==> src/rtl/pipe_pkg.sv <==
// Shared types for the inter-stage pipeline latches.
package pipe_pkg;

    typedef enum logic [1:0] {
        EMPTY = 2'd0,
        FULL  = 2'd1,
        SKIDF = 2'd2
    } pipe_state_t;

endpackage

==> src/rtl/pipeline_latch.sv <==
// Generic inter-stage pipeline register: valid/ready handshake, global advance, flush-to-NOP,
// optional one-entry skid buffer so in_ready can come straight from a flop.
module pipeline_latch
    import pipe_pkg::*;
#(
    parameter int unsigned      WIDTH = 32,
    parameter logic [WIDTH-1:0] NOP   = '0,
    parameter bit               SKID  = 1'b1,
    parameter int unsigned      CNTW  = 16
) (
    input  logic             CLK,
    input  logic             nRST,
    input  logic             en,
    input  logic             flush,
    input  logic             in_valid,
    input  logic [WIDTH-1:0] in_data,
    output logic             in_ready,
    output logic             out_valid,
    output logic [WIDTH-1:0] out_data,
    input  logic             out_ready,
    output logic [1:0]       occupancy,
    output logic [CNTW-1:0]  stall_cnt
);

    pipe_state_t      state_q, state_d;
    logic [WIDTH-1:0] main_q, main_d;
    logic [WIDTH-1:0] skid_q, skid_d;
    logic [CNTW-1:0]  cnt_q, cnt_d;
    logic             acc, pop, stall;

    // SKID=1 decouples in_ready from out_ready; SKID=0 lets a pop make room in the same cycle.
    if (SKID) begin : g_skid
        assign in_ready = (state_q != SKIDF);
    end else begin : g_noskid
        assign in_ready = (state_q == EMPTY) | out_ready;
    end

    assign out_valid = (state_q != EMPTY);
    assign out_data  = main_q;
    assign stall_cnt = cnt_q;

    assign acc   = en & in_valid & in_ready;
    assign pop   = en & out_valid & out_ready;
    assign stall = en & out_valid & ~out_ready & ~flush;

    always_comb begin
        occupancy = 2'd0;
        unique case (state_q)
            EMPTY:   occupancy = 2'd0;
            FULL:    occupancy = 2'd1;
            SKIDF:   occupancy = 2'd2;
            default: occupancy = 2'd0;
        endcase
    end

    always_comb begin
        state_d = state_q;
        main_d  = main_q;
        skid_d  = skid_q;
        if (en && flush) begin
            state_d = EMPTY;
            main_d  = NOP;
            skid_d  = NOP;
        end else begin
            unique case (state_q)
                EMPTY: begin
                    if (acc) begin
                        main_d  = in_data;
                        state_d = FULL;
                    end
                end
                FULL: begin
                    if (acc && pop) begin
                        main_d = in_data;
                    end else if (acc) begin
                        skid_d  = in_data;
                        state_d = SKIDF;
                    end else if (pop) begin
                        main_d  = NOP;
                        state_d = EMPTY;
                    end
                end
                SKIDF: begin
                    if (pop) begin
                        main_d  = skid_q;
                        skid_d  = NOP;
                        state_d = FULL;
                    end
                end
                default: begin
                    state_d = EMPTY;
                    main_d  = NOP;
                    skid_d  = NOP;
                end
            endcase
        end
    end

    always_comb begin
        cnt_d = cnt_q;
        if (stall && (cnt_q != {CNTW{1'b1}})) begin
            cnt_d = cnt_q + CNTW'(1);
        end
    end

    always_ff @(posedge CLK or negedge nRST) begin
        if (!nRST) begin
            state_q <= EMPTY;
            main_q  <= NOP;
            skid_q  <= NOP;
            cnt_q   <= '0;
        end else begin
            state_q <= state_d;
            main_q  <= main_d;
            skid_q  <= skid_d;
            cnt_q   <= cnt_d;
        end
    end

endmodule

==> config.mk <==
export PLATFORM = sky130hd
export DESIGN_NAME = pipeline_latch
export DESIGN_NICKNAME = d
export VERILOG_FILES = /design/src/rtl/pipe_pkg.sv /design/src/rtl/pipeline_latch.sv
export SDC_FILE = /design/constraint.sdc
export NUM_CORES = 1
export LEC_CHECK = 0
export CAP_MARGIN = 20
export CORE_UTILIZATION = 40
export DETAILED_ROUTE_END_ITERATION = 10
export GPL_ROUTABILITY_DRIVEN = 0
export PLACE_DENSITY = 0.66
export SETUP_SLACK_MARGIN = 0.3
export SLEW_MARGIN = 15
export SYNTH_ARGS = -nofsm -noshare
export SYNTH_HDL_FRONTEND = slang
export SYNTH_SLANG_ARGS = --single-unit
==> constraint.sdc <==
create_clock -name CLK -period 1.98 [get_ports CLK]
set_input_delay 0.198 -clock CLK [delete_from_list [all_inputs] [get_ports CLK]]
set_output_delay 0.198 -clock CLK [all_outputs]
set_load 0.01 [all_outputs]
==> flow_summary.ini <==
[synth]
ys.flop_type = dfrtp_1
ys_seq_elements = 82
synth_area_leaders = dfrtp_1 53%, mux2i_1 8.6%, o2bb2ai_1 7.3%
yosysTopAreaCell = dfrtp_1
synth_edf_count = 0
yosysWarnings = 0
syn-num-nets = 390
async_flop_share_pct = 100.0
synthTopCellsByCount = 82 x dfrtp_1, 39 x nand2_1, 36 x inv_1, 33 x mux2i_1
synthCells = 351
yosysMostFrequentCell = dfrtp_1
syn-cell-area_sq_um = 3850
synth.distinct_cells = 38
ys_seq_area_share_pct = 53.30
synth_area_per_cell_sq_um = 10.97
synth_top_area_share_pct = 53.30

[cts]
path_clk_slew_ns = 0.09
cts_max_level = 3
cts_made_buffers = 9
worstSkewPairLatency_ns = 0.36
clock-sinks = 82
clock_path_buffers = 2
tritoncts = built
clock-root-buffer = clkbuf_8

[routing]
vias = 3065
ant_nets = 0
drt-total-wl_mm = 9.199
dr.pass1.iters = 5
drc = 0
dr.first_iter.drc_count = 95
wl_per_cell_microns = 15.78
via_per_inst = 5.257

[pwr]
peakVddDrop_v = 0.0004601
leakagePower_nw = 2.359
powerDensity_nw_per_um2 = 883.3

[floorplan]
dieHeight_microns = 100.1
die_area_sq_um = 10020
core_sq_um = 9284
fp.dieW_microns = 100.1
start_util_pct = 41.47
core.rowCount = 35
pin_count = 90

[timing]
report.final.slew_viol_count = 0
setup_tns_ns = 0
finalHoldViolCount = 0
finalCriticalPeriod_ns = 1.680
rsz0062_at_grt = yes
hold_slack_ns = 0.3752
fin_skew_ns = 0.01468
fmax_ghz = 0.5952
worst_pin_slew_ns = 0.5749
finalSetupViolCount = 0
fin_crit_sh_pct = 84.86
slew_headroom_pct = 61.67

[cells_and_area]
drive_gt1_share_pct = 12.56
diodes = 0
num-fill-cells = 816
area_delta_synth_final_pct = 38.15
multi_input_area_sq_um = 1614
seq_area_sq_um = 2057
finalNetCount = 489

[setup_path]
worst_r2r_path_depth = 5
r2r_slack_ns = 0.30
critical_path_class = reg2reg
crit_required_ns = 2.22
worst_path_max_delay_cell = dfrtp_1
critPathArrivalTime_ns = 1.92
reg2reg_from = stall_cnt[0]$_DFFE_PN0P_
worst_path_largest_cell_delay_ns = 0.42
start_kind = flop
setup.worst_path.end_class = flop
worstReg2RegEnd = stall_cnt[12]$_DFFE_PN0P_
cp_max_fo = 4
cp_cell_sequence = ha_4, nand4_4, or3_4, nor2_1, mux2_1

[placement]
portBuffers = 89
dp_hpwl_mm = 6.032

[run]
drv_cap = 0

[global_routing]
grt_max_degree = 44
grt_pass1_wl_mm = 15.20
grt_pass1_vias = 3058
met2_usage_pct = 30.13
antenna_found_initial = 0
grt_use_total_pct = 19.53
grt_overflow_total = 0
busiest_layer = met2
use_met1_pct = 27.34
use_met3_pct = 3.760

[hold_path]
min_path_type = in2async

[outcome]
status = complete, no violations
stage by stage:
| stage | area, sq um | instances | power (mW) | utilization [%] | worst slack, ns |
|---|---|---|---|---|---|
| floorplan | 3862 | 351 | 2.695 | - | 0.3046 |
| global placement | 5027 | 561 | 3.361 | 54.15 | 0.1783 |
| detailed placement | 5027 | 561 | 3.385 | 54.15 | 0.08650 |
| CTS | 5276 | 580 | 4.711 | 56.83 | 0.1270 |
| global route | 5319 | 583 | 4.951 | 57.29 | 0.2255 |
| finish | 5319 | 583 | 4.698 | 57.29 | 0.2998 |
timing repair:
item                                   in CTS  in global routing
setup endpoints to repair                   8                 14
endpoints found under the hold margin      42                  0
setup buffers                               3                  3
pin swaps                                   2                  3
hold buffers                                1                  0
gates resized for setup                     7                  7
placed cells by master, fill, tap and decap left out, types with 2 or more instances in the layout:
master,n
nor3b_1,2
nand3_1,8
buf_12,6
nand2_1,39
a22oi_1,32
bufinv_16,2
dfrtp_2,4
dfrtp_1,78
a21oi_4,2
nor2_1,4
clkdlybuf4s50_1,83
nand4_4,2
clkinvlp_4,2
dlygate4sd2_1,3
nor3_1,4
buf_4,16
o2bb2ai_1,32
and2_1,2
a21o_1,3
xor2_1,14
nor2_2,2
dlymetal6s2s_1,2
nor4_1,6
clkbuf_8,9
nor4b_2,2
o21ai_0,2
a22o_1,2
inv_1,36
nand4_1,3
mux2i_1,33
layout make-up:
type	count	area share [%]
Clock buffer	10	2.399
Clock inverter	5	1.506
Inverter	36	2.541
Multi-Input combinational cell	209	30.35
Sequential cell	82	38.67
Tap cell	129	3.035
Timing Repair Buffer	112	21.50
power by group:
| group | leakage (nW) | internal [mW] | total (mW) | switching (mW) |
|---|---|---|---|---|
| combinational | 1.18 | 0.714 | 1.29 | 0.577 |
| clock | 0.0984 | 0.702 | 1.30 | 0.603 |
| sequential | 1.08 | 1.93 | 2.10 | 0.176 |
worst max-delay path by stage:
stage	from	end	slack [ns]	cells past startpoint
2_1_floorplan	stall_cnt[0]$_DFFE_PN0P_	stall_cnt[12]$_DFFE_PN0P_	0.30	5
3_3_place_gp	out_ready	stall_cnt[1]$_DFFE_PN0P_	0.18	6
3_5_place_dp	out_ready	stall_cnt[7]$_DFFE_PN0P_	0.09	6
4_1_cts	state_q[1]$_DFFE_PN0P_	occupancy[0]	0.13	3
5_1_grt	stall_cnt[0]$_DFFE_PN0P_	stall_cnt[12]$_DFFE_PN0P_	0.23	5
6_report	stall_cnt[0]$_DFFE_PN0P_	stall_cnt[12]$_DFFE_PN0P_	0.30	5
state kept, by name (all words and copies together), names as in the netlist:
signal     flops
out_data      32
skid_q        32
state_q        2
stall_cnt     16
kinds of logic (layout without fill, tap and decap cells):
kind of cell / Yosys count / after routing / share of synthesized area (%)
buffers and inverters: 60 / 163 / 6.337
and+or+nand+nor: 81 / 81 / 11.54
DFF: 82 / 82 / 53.30
xor gates and xnor gates: 15 / 15 / 3.413
adders and majority gates: 1 / 1 / 0.3249
muxes: 35 / 35 / 9.262
AOI/OAI and AO/OA: 77 / 77 / 15.83
worst max-delay path: cells and delay by family (launching register included):
kind | cells | cell delay, ns
flip-flops | 1 | 0.42
adder cells (fa/ha/maj) | 1 | 0.18
multiplexers | 1 | 0.32
AND/OR/NAND/NOR | 3 | 0.66
metal layers:
layer / vias to the layer above / wire [microns]
met3: 11 / 427
met4: 0 / 136
met1: 1529 / 4361
li1: 1433 / -
met5: - / 0
met2: 92 / 4274
No activity file was read; power rests on OpenSTA's default activity.
